## config.mk

```make
export PLATFORM = sky130hd
export DESIGN_NAME = seg_display_mux
export DESIGN_NICKNAME = d
export VERILOG_FILES = /design/src/rtl/seg_display_mux.sv
export SDC_FILE = /design/constraint.sdc
export NUM_CORES = 1
export LEC_CHECK = 0
export ABC_CLOCK_PERIOD_IN_PS = 4700
export CAP_MARGIN = 40
export CORE_ASPECT_RATIO = 1.25
export CORE_UTILIZATION = 57
export CTS_CLUSTER_DIAMETER = 200
export CTS_CLUSTER_SIZE = 20
export DETAILED_ROUTE_END_ITERATION = 12
export GPL_ROUTABILITY_DRIVEN = 0
export GPL_TIMING_DRIVEN = 0
export PLACE_DENSITY = 0.9
export SLEW_MARGIN = 0
export SYNTH_ARGS = -nofsm -noshare
export SYNTH_HDL_FRONTEND = slang
export SYNTH_SLANG_ARGS = --single-unit
export TNS_END_PERCENT = 30
```

## constraint.sdc

```tcl
create_clock -name clk -period 4.7 [get_ports clk]
set_input_delay 0.94 -clock clk [delete_from_list [all_inputs] [get_ports clk]]
set_output_delay 0.94 -clock clk [all_outputs]
set_load 0.02 [all_outputs]
```

## src/rtl/seg_display_mux.sv

```systemverilog
// ============================================================================
// Module   : seg_display_mux
// Brief    : 4-digit active-low 7-segment driver for the CORDIC result/status.
// Revision : 1.0  initial release
// ============================================================================
`default_nettype none

module seg_display_mux #(
    parameter int REFRESH_DIV = 100000,
    parameter int CNT_W       = 17
) (
    input  logic        clk,
    input  logic        rst,
    input  logic [15:0] data_in,
    input  logic        load,
    input  logic        err_in,
    input  logic        busy,
    output logic [3:0]  anodeOutput,
    output logic [7:0]  cathodeOutput,
    output logic [1:0]  disp_state
);

    localparam logic [1:0] ST_BLANK = 2'b00;
    localparam logic [1:0] ST_BUSY  = 2'b01;
    localparam logic [1:0] ST_SHOW  = 2'b10;
    localparam logic [1:0] ST_ERROR = 2'b11;

    localparam logic [CNT_W-1:0] CNT_MAX = CNT_W'(REFRESH_DIV - 1);

    localparam logic [7:0] SEG_OFF  = 8'hFF;
    localparam logic [7:0] SEG_DASH = 8'hBF;
    localparam logic [7:0] SEG_E    = 8'h86;
    localparam logic [7:0] SEG_R    = 8'hAF;

    logic [1:0]       state_q, state_d;
    logic [CNT_W-1:0] cnt_q;
    logic [1:0]       idx_q;
    logic [15:0]      val_q;
    logic [3:0]       anode_q, anode_d;
    logic [7:0]       cathode_q, cathode_d;
    logic [3:0]       nibble;

    function automatic logic [7:0] hex_seg(input logic [3:0] n);
        logic [7:0] s;
        case (n)
            4'h0: s = 8'hC0;
            4'h1: s = 8'hF9;
            4'h2: s = 8'hA4;
            4'h3: s = 8'hB0;
            4'h4: s = 8'h99;
            4'h5: s = 8'h92;
            4'h6: s = 8'h82;
            4'h7: s = 8'hF8;
            4'h8: s = 8'h80;
            4'h9: s = 8'h90;
            4'hA: s = 8'h88;
            4'hB: s = 8'h83;
            4'hC: s = 8'hC6;
            4'hD: s = 8'hA1;
            4'hE: s = 8'h86;
            default: s = 8'h8E;
        endcase
        return s;
    endfunction

    // State register
    always_ff @(posedge clk) begin
        if (rst) begin
            state_q <= ST_BLANK;
        end else begin
            state_q <= state_d;
        end
    end

    // Next-state: load beats busy; dropping busy never returns to BLANK
    always_comb begin
        state_d = state_q;
        if (load && !err_in) begin
            state_d = ST_SHOW;
        end else if (load && err_in) begin
            state_d = ST_ERROR;
        end else if (busy) begin
            state_d = ST_BUSY;
        end
    end

    // Refresh counter, digit index and latched value
    always_ff @(posedge clk) begin
        if (rst) begin
            cnt_q <= '0;
            idx_q <= 2'd0;
            val_q <= 16'h0000;
        end else begin
            if (cnt_q == CNT_MAX) begin
                cnt_q <= '0;
                idx_q <= idx_q + 2'd1;
            end else begin
                cnt_q <= cnt_q + 1'b1;
            end
            if (load && !err_in) begin
                val_q <= data_in;
            end
        end
    end

    assign nibble = val_q[idx_q*4 +: 4];

    // Output decode from current state, index and value
    always_comb begin
        anode_d   = ~(4'b0001 << idx_q);
        cathode_d = SEG_OFF;
        case (state_q)
            ST_SHOW:  cathode_d = hex_seg(nibble);
            ST_BUSY:  cathode_d = SEG_DASH;
            ST_ERROR: begin
                case (idx_q)
                    2'd3:        cathode_d = SEG_E;
                    2'd2, 2'd1:  cathode_d = SEG_R;
                    default:     cathode_d = SEG_OFF;
                endcase
            end
            default: begin
                anode_d   = 4'b1111;
                cathode_d = SEG_OFF;
            end
        endcase
    end

    // Output register: one cycle behind state/index/value
    always_ff @(posedge clk) begin
        if (rst) begin
            anode_q   <= 4'b1111;
            cathode_q <= SEG_OFF;
        end else begin
            anode_q   <= anode_d;
            cathode_q <= cathode_d;
        end
    end

    assign anodeOutput   = anode_q;
    assign cathodeOutput = cathode_q;
    assign disp_state    = state_q;

endmodule

`default_nettype wire
```

==> summary.txt <==
Power and ir drop
  – Pleak: 1.02 nW
  – PD cells: 299 mW/mm²
  – VDD IR-drop max: 196 µV

Place
  – IO buf count: 33
  – Placed inst area: 0.00266 mm²
  – DP Wirelength: 3600 µm

Yosys
  – Synth Instances: 256
  – Compound-Gate Fraction of Synth Area: 0.0862
  – Post-synth EDFFs: 0
  – Post-synthesis cell area: 0.00226 mm²
  – Syn_nets: 290
  – Adder-cell share of the synthesized area: 0.0718
  – Synth Area in XOR/XNOR: 0.0503
  – Share of flip-flops with an asynchronous set or reset: 0
  – Register area share after synthesis: 0.424
  – Synth cell types: 38
  – Largest family of logic cells by synthesized area: simple AND/OR/NAND/NOR gates
  – Yosys reg bits: 48
  – Top_reg_cell synth: dfxtp_1
  – Synth Warn #: 0
  – Mux contribution to synthesized area: 0.0967
  – Average cell area after synthesis: 8.85 µm²
  – Simple-gate share of the synthesized area: 0.217

Clock tree
  – Post-CTS sizing: 0
  – Hold_buf cts: 0
  – Worst-path clk slew: 90 ps
  – CTS buffer count: 5
  – Clock buffer depth: 2
  – H-tree depth: 2
  – Worst-Skew Late Latency: 310 ps
  – CTS sink cnt: 48
  – CTS tree: yes
  – Root buf cell: clkbuf_8
  – Postcts setup bufs: 0

Drt
  – DRC errors left: 0
  – Initial drt markers: 52
  – DR pass1 iterations: 4
  – Avg WL per Cell: 14.3 µm
  – Via count: 1,925
  – Post-Route WL: 5020 µm
  – Post-DRT Antenna Nets: 0
  – Mean number of vias per cell: 5.48

Die
  – Initial Util: 0.598
  – Chip height: 72.5 µm
  – Core ar.: 0.00378 mm²
  – Die area: 0.00423 mm²
  – Die X: 58.4 µm
  – FP Rows: 25
  – I/O Pins: 35

Setup path
  – Worst path arrival time: 2710 ps
  – Crit-path max FO: 9
  – Worst r2r src: idx_q[0]$_SDFFE_PP0N_
  – Reg2Reg Capture Point: cathodeOutput[3]$_SDFF_PP1_
  – Max incr delay on CP: 680 ps
  – Slowest cell on the critical path: mux4_1
  – Worst path cell trace: buf_6 > mux4_1 > inv_1 > ha_1 > inv_1 > mux4_1 > nand2_1 > nand2_1
  – Critical path class: flip-flop to flip-flop
  – R2r setup slk: 2190 ps
  – Worst setup EP type: flip-flop
  – Worst EP required: 4900 ps
  – R2R cell count: 8
  – Critical path origin: idx_q[0]$_SDFFE_PP0N_
  – Startpoint types: flip-flop
  – Crit path to: cathodeOutput[3]$_SDFF_PP1_

STA
  – Final hold vios: 0
  – Fin Setup TNS: 0 ps
  – Clock Skews: 10.8 ps
  – Final period utilization: 0.534
  – Final setup viols: 0
  – Max Fclk: 0.398 GHz
  – Min Tclk post-route: 2510 ps
  – Max Slew Vio Count: 0
  – RSZ-0062 raised after global routing: false

Layout
  – Nets@finish: 330
  – Most frequent cells in the layout: nand2_1, dfxtp_1, clkdlybuf4s50_1
  – Share of layout cells above drive strength 1: 0.0606
  – Post-route cell area: 0.00278 mm²
  – Ant diodes: 0
  – Area delta synth->final: 22.9%
  – Final core occ: 0.736

Flow run
  – Maxcap violations: 0

Global route
  – Remaining Overflow, GRT: 0
  – Initial antenna violation count: 0
  – Total Routing Usage GR: 0.255
  – Largest net degree at the start of global routing: 16
  – First-pass GRT wire length: 8120 µm
  – Number of global-route vias before repair: 1,866

Min path
  – Worst Hold Class: flip-flop to flip-flop
  – Worst hold stages: 1

Run status
  – Status: complete, no violations
==> cell type report <==
type | count | area, µm²
tap | 54 | 67.6
clock buffer | 6 | 82.6
buffer | 13 | 68.8
multi-input combinational | 182 | 1190
fill | 264 | 1000
clock inverter | 2 | 38.8
timing repair buffer | 33 | 330
sequential | 48 | 961
inverter | 13 | 48.8
==> metrics by stage <==
stage | hold WS, ps | total power [mW] | setup slack, ps | cells
after floorplan | 418 | 0.484 | 2510 | 256
after global placement | 430 | 0.521 | 2060 | 343
after detailed placement | 446 | 0.524 | 2040 | 343
after CTS | 462 | 0.831 | 2200 | 351
after global routing | 469 | 0.859 | 2070 | 351
final | 460 | 0.833 | 2190 | 351
==> synth_stat cells, types with 2 or more instances <==
cell type  number  area share
or3_1           4       0.011
xor2_1          3       0.012
mux2i_1         5       0.022
or4_1           2      0.0066
buf_6           2      0.0099
o211ai_1        2      0.0066
mux4_1          3       0.035
xnor2_1        10       0.039
nor4_1          7       0.019
dfxtp_1        48        0.42
clkbuf_1        9       0.015
nor3_1          4      0.0088
ha_1           13       0.072
o21ai_0         3      0.0066
nand2_1        48       0.080
nand2b_1        3      0.0083
a21oi_1        24       0.053
nor2_1         22       0.036
and4_1          2      0.0077
inv_1          13       0.022
mux4_2          2       0.020
nand3_1         6       0.013
mux2_2          4       0.020
nand4_1         3      0.0083
==> state kept, by name (all words and copies together), names as in the netlist <==
| register | flops |
|---|---|
| disp_state | 2 |
| anodeOutput | 4 |
| val_q | 16 |
| cathodeOutput | 7 |
| cnt_q | 17 |
| idx_q | 2 |
==> layer usage <==
layer  global-route usage  vias up  wire, µm  share of wire
met1                0.270      899      2030           0.41
li1                     -      951         -              -
met2                0.455       57      2620           0.52
met5                    0        -         0              0
met4                0.138        0       163          0.032
met3               0.0660       18       202          0.040
==> critical path, delay by kind of cell, from the launching register on <==
family,cells,cell delay (ps)
simple gates,2,140
mux,2,1200
buf+inv,3,430
flops,1,420
fa+ha+maj,1,200
==> worst min path at each step <==
| stage | start | endpoint | slack, ps |
|---|---|---|---|
| 4_1_cts | cnt_q[0]$_SDFF_PP0_ | cnt_q[0]$_SDFF_PP0_ | 460 |
| 3_3_place_gp | cnt_q[0]$_SDFF_PP0_ | cnt_q[0]$_SDFF_PP0_ | 430 |
| 6_report | cnt_q[0]$_SDFF_PP0_ | cnt_q[0]$_SDFF_PP0_ | 460 |
| 3_5_place_dp | cnt_q[0]$_SDFF_PP0_ | cnt_q[0]$_SDFF_PP0_ | 450 |
| 2_1_floorplan | cnt_q[0]$_SDFF_PP0_ | cnt_q[0]$_SDFF_PP0_ | 420 |
| 5_1_grt | val_q[8]$_SDFFE_PP0P_ | val_q[8]$_SDFFE_PP0P_ | 470 |
==> report_power, final <==
part           switching, mW  leakage (nW)  internal, mW
clock                  0.143        0.0614         0.174
combinational         0.0446         0.566        0.0439
sequential           0.00791         0.391         0.420
total                  0.195          1.02         0.638
==> kinds of logic after synthesis <==
logic type / count (synthesis)
multiplexers: 14
XOR/XNOR: 13
other: 1
flip-flops: 48
AO/OA/AOI/OAI: 35
AND/OR/NAND/NOR: 106
buffers and inverters: 26
adder cells (fa/ha/maj): 13
No activity file was read; power rests on OpenSTA's default activity.
==> patch: new RTL, config.mk and constraints unchanged <==
The output `cathodeOutput` loses its register stage (`cathode_q` becomes a continuous assignment).
--- a/src/rtl/seg_display_mux.sv
+++ b/src/rtl/seg_display_mux.sv
@@ -131,10 +131,10 @@
         if (rst) begin
             anode_q   <= 4'b1111;
-            cathode_q <= SEG_OFF;
         end else begin
             anode_q   <= anode_d;
-            cathode_q <= cathode_d;
         end
     end
+
+    assign cathode_q = cathode_d;
 
     assign anodeOutput   = anode_q;
Function: changed (Yosys sat finds a counterexample within 4 cycles, from zero or initial values and one cycle with rst high).
==> patch against the unedited design <==
  * Power is 11% lower
  * Sequential cell count decreased by 7
  * Synthesized cell count is 4.7% lower
  * Routed wire length fell by 12%
  * Worst setup slack got worse by 1.4 ns
  * Clock skew shrank 0.0013 ns
  * Area after synthesis is 8.1% lower
  * Utilization increased by 0.40 points
  * Sequential share of layout area decreased by 2.7 points
  * Cell area is 7.5% lower
  * Sequential power shrank 15%
  * Critical path type is now reg2out
  * Critical endpoint is now cathodeOutput[4]
==> patch: results (changes against the unedited design) <==
worstReg2RegStart: "cnt_q[0]"
grt_pass1_wl_um: 7580  # -6.7%
grtUsageTotal_pct: 24.7  # -0.82 points
leakagePower_nw: 0.944  # -7.4%
synthCells: 244  # -4.7%
placed_area_sq_um: 2460  # -7.6%
cp_top_family: "buffers and inverters"
grt_max_degree: 15  # -1
cts_max_level: 2  # unchanged
vias: 1794  # -6.8%
outcome: "completed"
fin_area_sq_um: 2580  # -7.5%
first_pass_iters: 4  # unchanged
whs_endpoint: "val_q[2]"
reg2reg_slack_ns: 2.74  # +0.55 ns
synth_commonest_cells: "nand2_1, dfxtp_1, a21oi_1"
dp_hpwl_um: 3310  # -8.2%
drt_iter0_drc: 66  # +27%
hold_start: "val_q[2]"
synth-async-reset-ratio_pct: 0  # unchanged
hold_class: "reg2reg"
synth.distinct_cells: 41  # +7.9%
cts_resized: 0  # unchanged
port_buffers: 33  # unchanged
critical-path-slowest-cell: "clkdlybuf4s50_1"
numCtsBuffers: 5  # unchanged
yosysWarnings: 0  # unchanged
cts.clk_slew.worst_paths_ns: 0.09  # about the same
clock_skew_ns: 0.00951  # -0.00132 ns
cts_post_setup_buffers_inserted: 0  # unchanged
grt_pass1_vias: 1795  # -3.8%
synth_nets: 278  # -4.1%
numPlacedInstances: 316  # -7.9%
synthFlopType: "dfxtp_1"
ir_drop_v: 0.000279  # +43%
rr_worst_depth: 7  # -1
antenna_found_initial: 0  # unchanged
pre_cts_ws_ns: 1.19  # -0.852 ns
min_period_ns: 3.86  # +1.35 ns
cp_slowest_stage_delay_ns: 0.60  # -0.08 ns
clk_latency_ns: 0.30
viasPerCell: 5.54  # +0.96%
synth_area_leaders: "dfxtp_1, nand2_1, ha_1"
ys_seq_area_share_pct: 39.4  # -3.0 points
path_max_fanout: 5  # -4
hold_slack_ns: 0.458  # -0.00234 ns
largest_reg_flops: 17  # unchanged
reg2reg_to: "cnt_q[9]"
critPathArrivalTime_ns: 2.92  # +0.21 ns
wl_um: 4400  # -12%
hold_depth: 2  # +1
drive_gt1_share_pct: 8.77  # +2.7 points
max-clock-path-buffers: 2  # unchanged
fin_nets: 318  # -3.6%
fillCellCount: 243  # -8.0%
patch: cell count changes after synthesis, moves of 3 or more:
cell	change
clkbuf_1	-3
dfxtp_1	-7
mux2_2	-3
mux4_1	-3
nand2_1	-3
nand2b_1	+5
o21ai_0	+3
or3_1	-3
patch: logic make-up (layout without fill, tap and decap cells):
family	Yosys count	after routing	share of synthesized area, %
compound gates	37	37	9.74
xor+xnor	13	13	5.47
fa+ha+maj	13	13	7.81
buf+inv	23	64	5.17
flops	41	41	39.4
mux	11	11	7.75
other cells	1	1	0.180
simple gates	105	105	24.5
patch: area by class of cell:
cell class	count	area share, %
plain buffers	12	2.57
clock buffers	5	2.67
clock inverters	3	1.80
inverters	11	1.60
multi-input cells	180	44.8
flip-flops and latches	41	31.9
well taps	39	1.89
repair buffers	33	12.8
patch: worst max-delay path by stage:
stage | start | end | cells past startpoint
2_1_floorplan | idx_q[0] | cathodeOutput[1] | 6
3_3_place_gp | idx_q[0] | cathodeOutput[0] | 8
3_5_place_dp | idx_q[0] | cathodeOutput[4] | 8
4_1_cts | idx_q[0] | cathodeOutput[4] | 8
5_1_grt | idx_q[0] | cathodeOutput[0] | 8
6_report | idx_q[0] | cathodeOutput[4] | 8
patch: routing by layer:
| layer | track usage, % | routed length, um | vias to the layer above | share of wire, % |
|---|---|---|---|---|
| li1 | - | - | 902 | - |
| met1 | 26.6 | 1760 | 839 | 40 |
| met4 | 13.3 | 121 | 0 | 2.8 |
| met3 | 4.66 | 148 | 11 | 3.4 |
| met2 | 44.6 | 2370 | 42 | 54 |
| met5 | 0 | 0 | - | 0 |
patch: power breakdown:
part	switching [mW]	total, mW	internal [mW]	leakage, nW
registers	0.00764	0.365	0.357	0.334
logic	0.0464	0.0932	0.0468	0.555
clock network	0.127	0.286	0.159	0.0543
total	0.181	0.744	0.563	0.944
